**src/rtl/memory_access_stage.sv**
```systemverilog
// memory_access_stage
//   MEM stage of the 5-stage MIPS pipeline. Takes the XM_* register set from
//   EX, runs lw/sw over a req/ack data-memory bus, freezes the upstream stages
//   until the access completes, and loads the MW_* register set for WB.
//   The branch decision and target pass straight through to IF.
//
// Ports
//   clk, rst                 clock (rising edge), async active-high reset
//   XM_MemtoReg/RegWrite     writeback controls from EX
//   XM_MemRead/MemWrite      lw / sw in MEM
//   XM_branch, XM_BT         branch taken / target (passed to pc_src/pc_target)
//   ALUout                   effective address or ALU result
//   XM_RD, XM_SD             destination register, store data
//   mem_rdata, mem_ack       memory read data, single-cycle completion pulse
//   mem_req/we/addr/wdata    registered bus request
//   mem_stall                freeze IF/ID/EX and XM (combinational)
//   MW_*                     pipeline register feeding writeback
//   misalign_err, bus_err    one-cycle error pulses
module memory_access_stage #(
    parameter int unsigned TIMEOUT = 16,
    parameter int unsigned CNT_W   = 5
) (
    input  logic        clk,
    input  logic        rst,
    input  logic        XM_MemtoReg,
    input  logic        XM_RegWrite,
    input  logic        XM_MemRead,
    input  logic        XM_MemWrite,
    input  logic        XM_branch,
    input  logic [31:0] ALUout,
    input  logic [31:0] XM_BT,
    input  logic [4:0]  XM_RD,
    input  logic [31:0] XM_SD,
    input  logic [31:0] mem_rdata,
    input  logic        mem_ack,
    output logic        mem_req,
    output logic        mem_we,
    output logic [31:0] mem_addr,
    output logic [31:0] mem_wdata,
    output logic        mem_stall,
    output logic        pc_src,
    output logic [31:0] pc_target,
    output logic        MW_MemtoReg,
    output logic        MW_RegWrite,
    output logic [31:0] MW_ALUout,
    output logic [31:0] MW_MemData,
    output logic [4:0]  MW_RD,
    output logic        misalign_err,
    output logic        bus_err
);

    typedef enum logic [1:0] {
        IDLE = 2'd0,
        REQ  = 2'd1,
        DONE = 2'd2
    } state_t;

    localparam logic [CNT_W-1:0] CNT_LAST = CNT_W'(TIMEOUT - 1);

    state_t           state_q, state_d;
    logic [CNT_W-1:0] cnt_q, cnt_d;
    logic             abort_q, abort_d;
    logic             mem_req_q, mem_req_d;
    logic             mem_we_q, mem_we_d;
    logic [31:0]      mem_addr_q, mem_addr_d;
    logic [31:0]      mem_wdata_q, mem_wdata_d;
    logic             mw_memtoreg_q, mw_memtoreg_d;
    logic             mw_regwrite_q, mw_regwrite_d;
    logic [31:0]      mw_aluout_q, mw_aluout_d;
    logic [31:0]      mw_memdata_q, mw_memdata_d;
    logic [4:0]       mw_rd_q, mw_rd_d;
    logic             misalign_err_q, misalign_err_d;
    logic             bus_err_q, bus_err_d;

    logic mem_op;
    logic aligned;

    assign mem_op  = XM_MemRead | XM_MemWrite;
    assign aligned = (ALUout[1:0] == 2'b00);

    // Gated by rst so the freeze releases the instant reset is applied, even
    // if XM still holds a memory op while the state register is held in IDLE.
    assign mem_stall = ~rst & (((state_q == IDLE) & mem_op & aligned) |
                               (state_q == REQ));

    assign pc_src    = XM_branch;
    assign pc_target = XM_BT;

    always_comb begin
        state_d        = state_q;
        cnt_d          = cnt_q;
        abort_d        = abort_q;
        mem_req_d      = mem_req_q;
        mem_we_d       = mem_we_q;
        mem_addr_d     = mem_addr_q;
        mem_wdata_d    = mem_wdata_q;
        mw_memtoreg_d  = mw_memtoreg_q;
        mw_regwrite_d  = mw_regwrite_q;
        mw_aluout_d    = mw_aluout_q;
        mw_memdata_d   = mw_memdata_q;
        mw_rd_d        = mw_rd_q;
        misalign_err_d = 1'b0;
        bus_err_d      = 1'b0;

        unique case (state_q)
            IDLE: begin
                if (mem_op && aligned) begin
                    state_d       = REQ;
                    mem_req_d     = 1'b1;
                    mem_we_d      = XM_MemWrite;
                    mem_addr_d    = ALUout;
                    mem_wdata_d   = XM_SD;
                    cnt_d         = '0;
                    mw_regwrite_d = 1'b0;
                    mw_memtoreg_d = 1'b0;
                    mw_rd_d       = '0;
                end else if (mem_op) begin
                    // Misaligned: drop the instruction, never touch the bus.
                    misalign_err_d = 1'b1;
                    mw_regwrite_d  = 1'b0;
                    mw_memtoreg_d  = 1'b0;
                    mw_rd_d        = '0;
                end else begin
                    mw_memtoreg_d = XM_MemtoReg;
                    mw_regwrite_d = XM_RegWrite;
                    mw_aluout_d   = ALUout;
                    mw_rd_d       = XM_RD;
                end
            end

            REQ: begin
                mw_regwrite_d = 1'b0;
                mw_memtoreg_d = 1'b0;
                mw_rd_d       = '0;
                // Ack is tested first so it wins over a coincident timeout.
                if (mem_ack) begin
                    state_d   = DONE;
                    mem_req_d = 1'b0;
                    if (!mem_we_q) begin
                        mw_memdata_d = mem_rdata;
                    end
                end else if (cnt_q == CNT_LAST) begin
                    state_d   = DONE;
                    mem_req_d = 1'b0;
                    bus_err_d = 1'b1;
                    abort_d   = 1'b1;
                end else begin
                    cnt_d = cnt_q + CNT_W'(1);
                end
            end

            DONE: begin
                // XM is still frozen on the memory instruction here; it
                // advances on this same edge because the stall has dropped.
                mw_memtoreg_d = XM_MemtoReg;
                mw_regwrite_d = XM_RegWrite & ~abort_q;
                mw_aluout_d   = ALUout;
                mw_rd_d       = XM_RD;
                abort_d       = 1'b0;
                state_d       = IDLE;
            end

            default: begin
                state_d = IDLE;
            end
        endcase
    end

    always_ff @(posedge clk or posedge rst) begin
        if (rst) begin
            state_q        <= IDLE;
            cnt_q          <= '0;
            abort_q        <= 1'b0;
            mem_req_q      <= 1'b0;
            mem_we_q       <= 1'b0;
            mem_addr_q     <= '0;
            mem_wdata_q    <= '0;
            mw_memtoreg_q  <= 1'b0;
            mw_regwrite_q  <= 1'b0;
            mw_aluout_q    <= '0;
            mw_memdata_q   <= '0;
            mw_rd_q        <= '0;
            misalign_err_q <= 1'b0;
            bus_err_q      <= 1'b0;
        end else begin
            state_q        <= state_d;
            cnt_q          <= cnt_d;
            abort_q        <= abort_d;
            mem_req_q      <= mem_req_d;
            mem_we_q       <= mem_we_d;
            mem_addr_q     <= mem_addr_d;
            mem_wdata_q    <= mem_wdata_d;
            mw_memtoreg_q  <= mw_memtoreg_d;
            mw_regwrite_q  <= mw_regwrite_d;
            mw_aluout_q    <= mw_aluout_d;
            mw_memdata_q   <= mw_memdata_d;
            mw_rd_q        <= mw_rd_d;
            misalign_err_q <= misalign_err_d;
            bus_err_q      <= bus_err_d;
        end
    end

    assign mem_req      = mem_req_q;
    assign mem_we       = mem_we_q;
    assign mem_addr     = mem_addr_q;
    assign mem_wdata    = mem_wdata_q;
    assign MW_MemtoReg  = mw_memtoreg_q;
    assign MW_RegWrite  = mw_regwrite_q;
    assign MW_ALUout    = mw_aluout_q;
    assign MW_MemData   = mw_memdata_q;
    assign MW_RD        = mw_rd_q;
    assign misalign_err = misalign_err_q;
    assign bus_err      = bus_err_q;

endmodule

```
**config.mk**
```make
export PLATFORM = sky130hd
export DESIGN_NAME = memory_access_stage
export DESIGN_NICKNAME = d
export VERILOG_FILES = /design/src/rtl/memory_access_stage.sv
export SDC_FILE = /design/constraint.sdc
export NUM_CORES = 1
export LEC_CHECK = 0
export CORE_ASPECT_RATIO = 1.5
export CORE_MARGIN = 3
export CORE_UTILIZATION = 35
export DETAILED_ROUTE_END_ITERATION = 10
export DONT_BUFFER_PORTS = 1
export GPL_TIMING_DRIVEN = 0
export PLACE_DENSITY_LB_ADDON = 0.1
export SLEW_MARGIN = 20
export SYNTH_ARGS = -nofsm -noshare
export SYNTH_HDL_FRONTEND = slang
export SYNTH_SLANG_ARGS = --single-unit
```
**constraint.sdc**
```tcl
create_clock -name clk -period 6.26 [get_ports clk]
set_input_delay 0.626 -clock clk [delete_from_list [all_inputs] [get_ports clk]]
set_output_delay 0.626 -clock clk [all_outputs]
set_load 0.01 [all_outputs]
```
* Yosys cells after proc, flatten, opt, wreduce, memory -nomap -nowiden
Index checks and enable logic that the tools add are counted.
** Word-level totals
- Output and inout bits :: 173
- Bits of input ports :: 141
- Logic and storage cells :: 81
- Register bits :: 147
** Cells by class
- $add $sub $neg :: 1
- Mux-type cells :: 33
- Reductions and logical operators :: 14
- Bitwise operators :: 9
- Equal/unequal tests :: 10
** Operators by type and width (count)
- 32-bit 2-to-1 mux :: 2
- 32-bit one-hot mux with 2 select lines :: 1
- 5-bit 2-to-1 mux :: 5
- 1-bit 2-to-1 mux :: 15
- 5-bit one-hot mux with 3 select lines :: 1
- 3-bit AND reduction :: 4
- 5-bit one-hot mux with 2 select lines :: 1
- 2-bit inequality test, second input constant :: 4
- 2-bit 2-to-1 mux :: 3
- 1-bit one-hot mux with 3 select lines :: 2
- 2-bit nonzero test :: 3
- 5-bit by 1-bit adder with 5-bit output, second input constant :: 1
- 5-bit by 4-bit == test with 1-bit output, second input constant :: 1
- 1-bit bitwise AND :: 4
- 2-bit logical NOT :: 2
- 2-bit by 1-bit inequality test with 1-bit output, second input constant :: 2
- 1-bit one-hot mux with 2 select lines :: 2
- 2-bit one-hot mux with 2 select lines :: 1
- 2-bit AND reduction :: 2
- 4-bit AND reduction :: 1
- 3-bit by 2-bit inequality test with 1-bit output, second input constant :: 1
- 1-bit NOT :: 3
- 3-bit nonzero test :: 1
- 2-bit by 1-bit == test with 1-bit output, second input constant :: 1
- other kinds (3) :: 4

* Longest topological paths before layout
- Word-level depth :: 5
- Depth in mapped cells :: 7
- Gate-level depth less buffers :: 7

* Worst setup path before layout
No wires, ideal clock.
- Path type :: input -> output
- Start :: input ALUout[0]
- End :: output mem_stall
- Cell stages on the path :: 4
- Data required time :: 5.634 ns
- Data arrival time :: 1.426 ns
- Path slack :: 4.208 ns
- Buffers on the path :: 0
- Path through :: or2_4 -> nor2_1 -> nand2_1 -> a21oi_1
** On the way
- Cells in the longest elaborated chain, start to end :: 4
** RTL lines
- start, declared :: line 30 : input logic [31:0] ALUout,
- 2-bit logical NOT :: line 79 : assign aligned = (ALUout[1:0] == 2'b00);
- 1-bit bitwise AND :: line 83 : assign mem_stall = ~rst & (((state_q == IDLE) & mem_op & aligned) |
- 1-bit OR :: line 83
- 1-bit bitwise AND :: line 83
- end, declared :: line 40 : output logic mem_stall,
No other way between the ends.

* Worst setup path in the final report
- Start :: register state_q[1]
- End :: output mem_stall
** On the way
- Cells in the longest elaborated chain, start to end :: 5
- Elaborated cells on any way between the ends :: 6
- Those cells by class :: 1 x eq/ne; 4 x bitwise; 1 x reduce/logical
** RTL lines
- start, declared :: line 60 : state_t state_q, state_d;
- start signal, assigned :: line 186 : state_q <= state_d;
- 2-bit logical NOT :: line 83
- 1-bit bitwise AND (2 in a row) :: line 83
- 1-bit OR * :: line 83
- 1-bit bitwise AND * :: line 83
Mark *: on every way between the ends. The rest lies on a longest branch, timed or not.

==> qor.csv <==
metric,value,unit
dpl.hpwl,11200,µm
area_delta_synth_final,14.7,%
routedWlPerCell,22.8,µm
synth_fa_ha_area_share,1.59,%
n_antenna_cell,0,
ctsResizeCount,0,
die-area,19700,µm²
regArea,3680,µm²
post-route-period-util,37.2,%
grt_use_met3,6.40,%
clk_pin_slew,60,ps
tightest_slew,580,ps
finalNonFillerCells,650,
io_buffers,0,
hold_slack,88.4,ps
syn-num-nets,553,
grt_pass1_wl,21400,µm
required,5630,ps
synth_top_family_by_area,multiplexers,
antenna_found_initial,0,
leakage,3.36,nW
fmax,430,MHz
clock_latency,420,ps
fillers,1605,
grt_setup_unrepaired,no,
gp_congestion,0.727,
cts_root_buf,clkbuf_16,
grt.overflow.total,0,
grt_util_met2,26.2,%
maxCapViolCount,0,
cts_hold_buf,0,
synthCells,404,
ys_types,36,
synth_xor_area_share,0,%
hold_viol,0,
start_kind,register,
die_h,170,µm
avgSynthCellArea,15.6,µm²
coreArea,17500,µm²
num_io_pins,314,
drive_gt1_share,49.4,%
path_max_fanout,10,
cts_tree,yes,
place_worst_setup_slack,3970,ps
numCtsBuffers,17,
cts_setup_buffers,0,
dp.cells,618,
nets,573,
first_pass_iters,4,
synth-seq-cells,147,
synth-warning-count,0,
end_kind,output pin,
start_util,36.1,%
vias_per_cell,5.11,
arrival,1700,ps
synth-simple-area-share,2.58,%
fp.dieW,116,µm
drc,0,
hp-class,primary input to async pin,
final.setup.tns,0,ps
slew_violations,0,
grt_max_degree,81,
status,"finished, final reports clean",
busiest_layer,met2,
power_density,573,nW/µm²
h-tree-depth,4,
final_cell_mix,"dfrtp_1, mux2_4, mux2_2, buf_4, clkbuf_16",
grt_pass1_vias,3581,
setup_slack,3930,ps
max-slew-margin-rel,61.3,%
ant_nets,0,
cts.sinks,147,
fin_crit,2330,ps
setup_violations,0,
synth.mux.area_fraction,27.1,%
synth_compound_area_share,3.98,%
grtUsageMet1,14.6,%
vias,3322,
clk_path_buf_depth,2,
skew,8.32,ps
irDropWorstVdd,0.239,mV
mostFrequentLayoutCell,dfrtp_1,
syn-cell-area,6310,µm²
drtIter0Drc,157,
rows,59,
seq_area_frac_synth,58.3,%
grt_use_total,14.5,%
multi_input_area,2230,µm²
drt-total-wl,14800,µm
critPathKind,register to output pin,
==> path summary, 6_finish.rpt <==
check	startpoint	endpoint	slack [ps]	cells after the start
max in group asynchronous	rst	mem_wdata[16]	5450	2
hold reg to reg	cnt_q[0]	cnt_q[0]	570	1
hold / removal	rst	state_q[1]	90	1
min in group clk	XM_RD[1]	MW_RD[1]	340	1
setup / recovery	state_q[1]	mem_stall	3930	5
setup reg to reg	cnt_q[0]	cnt_q[4]	4210	7
==> layer usage <==
layer | vias to the layer above | wire length (µm) | part of all wire, %
met2 | 187 | 8050 | 54
met3 | 15 | 1570 | 11
li1 | 1436 | - | -
met4 | 0 | 240 | 1.6
met5 | - | 0 | 0
met1 | 1684 | 4950 | 33
==> state kept, by name, summed over array words and instances, names as in the netlist, 2 cells and up <==
signal	flops
MW_ALUout	32
MW_MemData	32
MW_RD	5
cnt_q	5
mem_addr	32
mem_wdata	32
state_q	2
==> cell type report <==
| cell class | count | area share, % |
|---|---|---|
| Clock inverter | 14 | 2.63 |
| Inverter | 8 | 0.518 |
| Multi-Input combinational cell | 200 | 30.7 |
| Timing Repair Buffer | 1 | 0.380 |
| Buffer | 49 | 5.22 |
| Sequential cell | 147 | 50.8 |
| Clock buffer | 18 | 6.06 |
| Tap cell | 213 | 3.68 |
==> logic make-up after synthesis <==
family	count (synthesis)
flops	147
mux	130
buf+inv	57
compound gates	31
simple gates	31
fa+ha+maj	8
==> through the flow <==
step	area [µm²]	total power, mW	util (%)
2_1_floorplan	6310	2.81	-
3_3_place_gp	6580	3.08	37.6
3_5_place_dp	6620	3.11	37.8
4_1_cts	7240	4.23	41.4
5_1_grt	7240	4.38	41.4
6_report	7240	4.15	41.4
==> power breakdown <==
group,internal (mW),switching [mW]
sequential,1.41,0.583
combinational,0.687,0.387
clock,0.652,0.431
total,2.75,1.40
==> cells in the mapped netlist (all sizes together) <==
| cell | instances | area, µm² |
|---|---|---|
| o21ai | 6 | 41.3 |
| dfrtp | 147 | 3680 |
| a211o | 2 | 17.5 |
| or2 | 1 | 8.76 |
| a21o | 2 | 15.0 |
| nand3b | 1 | 7.51 |
| nor2b | 2 | 12.5 |
| nor3 | 2 | 10.0 |
| nand2 | 6 | 22.5 |
| nor2 | 11 | 48.8 |
| mux2i | 2 | 20.0 |
| and3 | 1 | 6.26 |
| o22ai | 1 | 6.26 |
| nand2b | 1 | 6.26 |
| a2bb2oi | 1 | 8.76 |
| a222oi | 1 | 10.0 |
| mux2 | 128 | 1690 |
| nor3b | 1 | 12.5 |
| nand3 | 3 | 15.0 |
| or3 | 1 | 6.26 |
| a21oi | 6 | 30.0 |
| o31ai | 1 | 7.51 |
| buf | 49 | 378 |
| a32o | 1 | 10.0 |
| o221ai | 1 | 26.3 |
| inv | 8 | 30.0 |
| nand4 | 1 | 6.26 |
| a22o | 7 | 61.3 |
| a221oi | 2 | 17.5 |
| ha | 8 | 100 |
==> critical path: stages (launching register included) <==
cell	delay [ps]
dfrtp_1	410
inv_1	140
ha_1	150
buf_2	200
inv_1	110
a21oi_1	270
Power figures use the tool's default switching activity.
